### src/rtl/orbtrace_defs.sv
// orbtrace_defs: shared TPIU framing constants, frame type and extractor state encodings
package orbtrace_defs;
   localparam logic [15:0] TPIU_HALFSYNC   = 16'h7FFF;
   localparam logic [15:0] TPIU_SYNC_HI    = 16'hFFFF;
   localparam int          FRAME_HALFWORDS = 8;
   localparam int          FRAME_BYTES     = 16;
   localparam logic [1:0]  HUNT  = 2'd0;
   localparam logic [1:0]  SKIP  = 2'd1;
   localparam logic [1:0]  FRAME = 2'd2;
   typedef logic [FRAME_HALFWORDS*16-1:0] frame_t;
endpackage

### src/rtl/tpiu_frame_buffer.sv
// tpiu_frame_buffer: two-slot TPIU frame store, written a whole frame at a time, read byte by byte
// ports: wr_en/wr_frame commit a frame (caller guarantees free_cnt != 0); free_cnt counts free
// slots including one released by a last-byte read in this cycle; byte_data/byte_valid/byte_ready
// stream the oldest frame, low byte of half-word 0 first.
module tpiu_frame_buffer
   import orbtrace_defs::*;
(
   input  logic       clk,
   input  logic       rst_n,
   input  logic       wr_en,
   input  frame_t     wr_frame,
   output logic [1:0] free_cnt,
   output logic [7:0] byte_data,
   output logic       byte_valid,
   input  logic       byte_ready
);
   frame_t     slot [2];
   logic [1:0] slot_v;
   logic       wr_ptr, rd_ptr, pop;
   logic [3:0] byte_idx;
   always_comb begin
      byte_valid = slot_v[rd_ptr];
      byte_data  = byte_valid ? slot[rd_ptr][byte_idx*8 +: 8] : 8'h00;
      pop        = byte_valid && byte_ready && byte_idx == 4'(FRAME_BYTES - 1);
      free_cnt   = 2'd2 - {1'b0, slot_v[0]} - {1'b0, slot_v[1]} + {1'b0, pop};
   end
   always_ff @(posedge clk)
      if (wr_en) slot[wr_ptr] <= wr_frame;
   // a commit into the slot being released in the same cycle must win over the release
   always_ff @(posedge clk or negedge rst_n)
      if (!rst_n) begin
         slot_v   <= 2'b00;
         wr_ptr   <= 1'b0;
         rd_ptr   <= 1'b0;
         byte_idx <= 4'd0;
      end else begin
         if (byte_valid && byte_ready) byte_idx <= byte_idx + 4'd1;
         if (pop) rd_ptr <= ~rd_ptr;
         if (wr_en) wr_ptr <= ~wr_ptr;
         slot_v <= (slot_v & ~(pop ? (rd_ptr ? 2'b10 : 2'b01) : 2'b00))
                 | (wr_en ? (wr_ptr ? 2'b10 : 2'b01) : 2'b00);
      end
endmodule

### src/rtl/tpiu_frame_extractor.sv
// tpiu_frame_extractor: finds TPIU full-sync in a half-word stream, assembles 16-byte frames, streams them as bytes
// ports: hw_data/hw_valid from the deserializer; byte_data/byte_valid/byte_ready to the UART path;
// synced, frame_pulse and frame_drop drive the LED indications.
module tpiu_frame_extractor
   import orbtrace_defs::*;
#(
   parameter int SYNC_TIMEOUT  = 1024,
   parameter bit DROP_HALFSYNC = 1'b1
) (
   input  logic        clk,
   input  logic        rst_n,
   input  logic [15:0] hw_data,
   input  logic        hw_valid,
   output logic [7:0]  byte_data,
   output logic        byte_valid,
   input  logic        byte_ready,
   output logic        synced,
   output logic        frame_pulse,
   output logic        frame_drop
);
   localparam int TW = SYNC_TIMEOUT > 0 ? $clog2(SYNC_TIMEOUT + 1) : 1;
   logic [1:0]    state;
   logic [15:0]   lh;
   logic          lh_v;
   logic [2:0]    wcnt;
   logic [TW-1:0] tcnt;
   frame_t        asm_q, asm_d;
   logic [1:0]    free_cnt;
   logic          sync_ev, push, done, is_hs, commit, drop, tmo;
   // a half-word is held one strobe in lh so the 0x7FFF of a sync pair never reaches a frame
   always_comb begin
      sync_ev = hw_valid && lh_v && lh == TPIU_HALFSYNC && hw_data == TPIU_SYNC_HI;
      push    = hw_valid && !sync_ev && state == FRAME && lh_v;
      asm_d   = asm_q;
      asm_d[wcnt*16 +: 16] = lh;
      done    = push && wcnt == 3'(FRAME_HALFWORDS - 1);
      is_hs   = DROP_HALFSYNC && asm_d == {FRAME_HALFWORDS{TPIU_HALFSYNC}};
      commit  = done && !is_hs && free_cnt != 2'd0;
      drop    = done && !is_hs && free_cnt == 2'd0;
      // tcnt saturates at SYNC_TIMEOUT so the timeout acts once per loss of sync
      tmo     = hw_valid && !sync_ev && SYNC_TIMEOUT != 0 && tcnt != TW'(SYNC_TIMEOUT)
                && tcnt + 1'b1 == TW'(SYNC_TIMEOUT);
      synced  = state != HUNT;
   end
   always_ff @(posedge clk or negedge rst_n)
      if (!rst_n) begin
         state       <= HUNT;
         lh          <= 16'h0000;
         lh_v        <= 1'b0;
         wcnt        <= 3'd0;
         tcnt        <= '0;
         asm_q       <= '0;
         frame_pulse <= 1'b0;
         frame_drop  <= 1'b0;
      end else begin
         frame_pulse <= commit;
         frame_drop  <= drop;
         if (sync_ev) begin
            state <= SKIP;
            lh_v  <= 1'b0;
            wcnt  <= 3'd0;
            tcnt  <= '0;
         end else if (hw_valid) begin
            tcnt <= tcnt == TW'(SYNC_TIMEOUT) ? tcnt : tcnt + 1'b1;
            if (state != SKIP || hw_data != TPIU_SYNC_HI) begin
               lh   <= hw_data;
               lh_v <= 1'b1;
            end
            if (state == SKIP && hw_data != TPIU_SYNC_HI) state <= FRAME;
            if (push) begin
               asm_q <= asm_d;
               wcnt  <= wcnt + 3'd1;
            end
            if (tmo) begin
               state <= HUNT;
               lh_v  <= 1'b0;
               wcnt  <= 3'd0;
            end
         end
      end
   tpiu_frame_buffer u_buf (
      .clk        (clk),
      .rst_n      (rst_n),
      .wr_en      (commit),
      .wr_frame   (asm_d),
      .free_cnt   (free_cnt),
      .byte_data  (byte_data),
      .byte_valid (byte_valid),
      .byte_ready (byte_ready)
   );
endmodule

### config.mk
export PLATFORM = sky130hd
export DESIGN_NAME = tpiu_frame_extractor
export DESIGN_NICKNAME = d
export VERILOG_FILES = /design/src/rtl/orbtrace_defs.sv /design/src/rtl/tpiu_frame_buffer.sv /design/src/rtl/tpiu_frame_extractor.sv
export SDC_FILE = /design/constraint.sdc
export NUM_CORES = 1
export LEC_CHECK = 0
export CORE_MARGIN = 2
export CORE_UTILIZATION = 63
export DETAILED_ROUTE_END_ITERATION = 6
export PLACE_DENSITY = 0.86
export SLEW_MARGIN = 15
export SYNTH_ARGS = -nofsm -noshare
export SYNTH_HDL_FRONTEND = slang
export SYNTH_SLANG_ARGS = --single-unit
### constraint.sdc
create_clock -name clk -period 10.35 [get_ports clk]
set_input_delay 1.035 -clock clk [delete_from_list [all_inputs] [get_ports clk]]
set_output_delay 1.035 -clock clk [all_outputs]
set_load 0.05 [all_outputs]
==> impl_metrics.toml <==
[worst_setup_path]
slowest_delay_ns = 1.12
critPathBufInv = 3
timing.rr.end = "u_buf.slot[1][77]"
r2r_cells = 13
cp.depth = 13
cp_top_family = "simple AND/OR/NAND/NOR gates"
startpoint_type = "register"
critPathKind = "reg2reg"
rr_startpoint = "wcnt[0]"
reg2reg_slack_ns = 3.96
path_cells = "inv_1, ha_1, ha_1, nand4bb_1, mux2i_1, o22ai_1, nand4_1, or4_4, nor4b_4, nand4b_4, nor2_4, buf_4, buf_4"
setup.worst_path.end = "u_buf.slot[1][77]"
arrival_ns = 6.55
required_ns = 10.52
path_max_fanout = 80
slowest_stage = "nand4bb_1"
worstSetupEndpointType = "register"
startpoint = "wcnt[0]"

[global_routing]
grt_pass1_vias = 12600
grtUsageTotal_pct = 32.3
grt_first_pass_wirelength_um = 75700
met3_usage_pct = 8.29
grtUsageMet2_pct = 49.7
met1_usage_pct = 44.2
top_usage_layer = "met2"
grt.overflow.total = 0
antenna_found_initial = 2
grt_max_degree = 103

[yosys]
ys_async_sr_fraction_pct = 40.0
synth_top_area_cell = "edfxtp_1"
ys_ff_latch = 427
syn_nets = 1539
synthMuxAreaShare_pct = 15.9
synth_compound_gate_area_share_pct = 3.25
syn_inst = 1509
synth_simple_gate_area_share_pct = 14.8
synth.distinct_cells = 59
synth_fa_ha_area_share_pct = 0.690
synth_top_area_share_pct = 40.0
synth_area_um2 = 19200
syn_area_per_cell_um2 = 12.7
synth_top_flop_cell = "edfxtp_1"
yosys_warnings = 0
synthXorXnorAreaFrac_pct = 0.547
synth_top_family_by_area = "multiplexers"
synthTopCellsByArea = "edfxtp_1 (40%), dfrtp_1 (22%), mux4_2 (9.4%)"
ys_seq_area_share_pct = 62.2
synth-edff-count = 256

[clock_tree]
clk_latency_ns = 0.55
clk_pin_slew_ns = 0.06
post_cts.repair.setup_buffers = 0
clkSinkCount = 427
cts_tree = "done"
htreeDepth = 2
cts_buffers = 43
cts_resized = 0
cts_max_path_buffers = 3
hold_buffers = 0
root_buffer = "clkbuf_16"

[drt]
wl_per_cell_um = 25.5
wl_um = 49200
drc = 0
first_iter_violations = 1663
ant_nets = 0
drtPass1Iterations = 5
via_per_inst = 6.62
vias = 12800

[min_path]
min_path_type = "reg2reg"

[placement]
place_congestion = 0.936
io_buffer_count = 31
dp_hpwl_um = 31900

[finish]
mostFrequentLayoutCell = "nand2_1"
nets = 1535
final_cell_mix = "nand2_1 (438), edfxtp_1 (256), dfrtp_1 (169), mux2_2 (88), mux4_2 (80)"
drive_above_1_share_pct = 17.1
post-route-util_pct = 71.1
area_delta_synth_final_pct = 10.5

[power_and_ir_drop]
powerDensity_nw_per_um2 = 166
ir_drop_mv = 0.130
p_leak_nw = 8.93

[timing]
slew_headroom_pct = 19.4
fin_setup_tns_ns = 0
fin_skew_ns = 0.0232
post-route-period-util_pct = 61.7
post-route-min-period_ns = 6.39
worst_slew_pin_slew_ns = 1.21
finalHoldViolCount = 0
maxSlewViolCount = 0
finalSetupViolations = 0
grt_setup_unrepaired = "no"
max_freq_mhz = 157

[floorplanning]
std_cell_rows = 63
start_util_pct = 64.4
die_h_um = 179
die_area_um2 = 31900
ios = 32
die_w_um = 179
coreArea_um2 = 29900

[job]
maxCapViolCount = 0

[status]
status = "finished, final reports clean"
[how the worst min path moves through the flow]
stage,start,endpoint,slack (ns),cells after the start
2_1_floorplan,asm_q[55],asm_q[55],0.44,2
3_3_place_gp,asm_q[55],asm_q[55],0.46,2
3_5_place_dp,asm_q[51],asm_q[51],0.47,2
4_1_cts,asm_q[51],asm_q[51],0.48,2
5_1_grt,asm_q[60],asm_q[60],0.51,2
6_report,asm_q[51],asm_q[51],0.49,2
[sequential cells by signal (all words and copies together), names as in the netlist, 2 cells and up]
signal          cells
u_buf.slot        256
asm_q             128
lh                 16
tcnt               11
u_buf.byte_idx      4
wcnt                3
state               2
u_buf.slot_v        2
[area by class of cell]
cell class	instances	area, µm²
tap	390	488
sequential	427	12000
inverter	33	124
timing repair buffer	45	417
clock inverter	16	225
multi-input combinational	955	6800
antenna	1	2.50
fill	1812	8630
clock buffer	63	1210
[cell families (layout without fill, tap and decap cells)]
family / count (synthesis) / count (layout)
mux: 194 / 194
buf+inv: 127 / 157
compound gates: 109 / 109
fa+ha+maj: 10 / 10
flops: 427 / 427
simple gates: 630 / 630
xor+xnor: 12 / 12
other cells: 0 / 1
[power breakdown]
| part | internal (mW) | switching (mW) |
|---|---|---|
| Sequential | 1.81 | 0.0516 |
| Clock | 0.941 | 0.640 |
| Combinational | 0.0355 | 0.0523 |
| Total | 2.79 | 0.744 |
[synth_stat cells (all sizes together), types with 11 or more instances]
library cell / count
a21oi: 11
and2: 11
buf: 18
clkbuf: 76
dfrtp: 171
edfxtp: 256
inv: 33
mux2: 88
mux2i: 26
mux4: 80
nand2: 439
nand2b: 19
nand3: 26
nand4: 30
nor2: 38
nor3: 12
nor4: 12
o21ai: 68
[layer usage]
metal,wire [µm],part of all wire (%),vias up
li1,-,-,5418
met1,17900,36,6298
met2,22800,46,863
met3,5880,12,199
met4,2580,5.3,0
met5,0,0,-
[stage by stage]
| stage | worst slack, ns | cell area, µm² | cells | hold slack [ns] | power, mW |
|---|---|---|---|---|---|
| 6_report | 3.96 | 21200 | 1930 | 0.486 | 3.53 |
| 5_1_grt | 3.54 | 21200 | 1929 | 0.511 | 3.62 |
| 4_1_cts | 4.07 | 21200 | 1929 | 0.484 | 3.54 |
| 3_5_place_dp | 4.12 | 19800 | 1850 | 0.471 | 1.98 |
| 3_3_place_gp | 4.35 | 19800 | 1850 | 0.459 | 1.97 |
| 2_1_floorplan | 1.64 | 19200 | 1509 | 0.442 | 1.92 |
[tightest hold or removal path, stage by stage, from the launching register on]
cell	delay (ns)
dfrtp_1	0.34
nand2_1	0.04
o21ai_0	0.06
No activity file was read; power rests on OpenSTA's default activity.
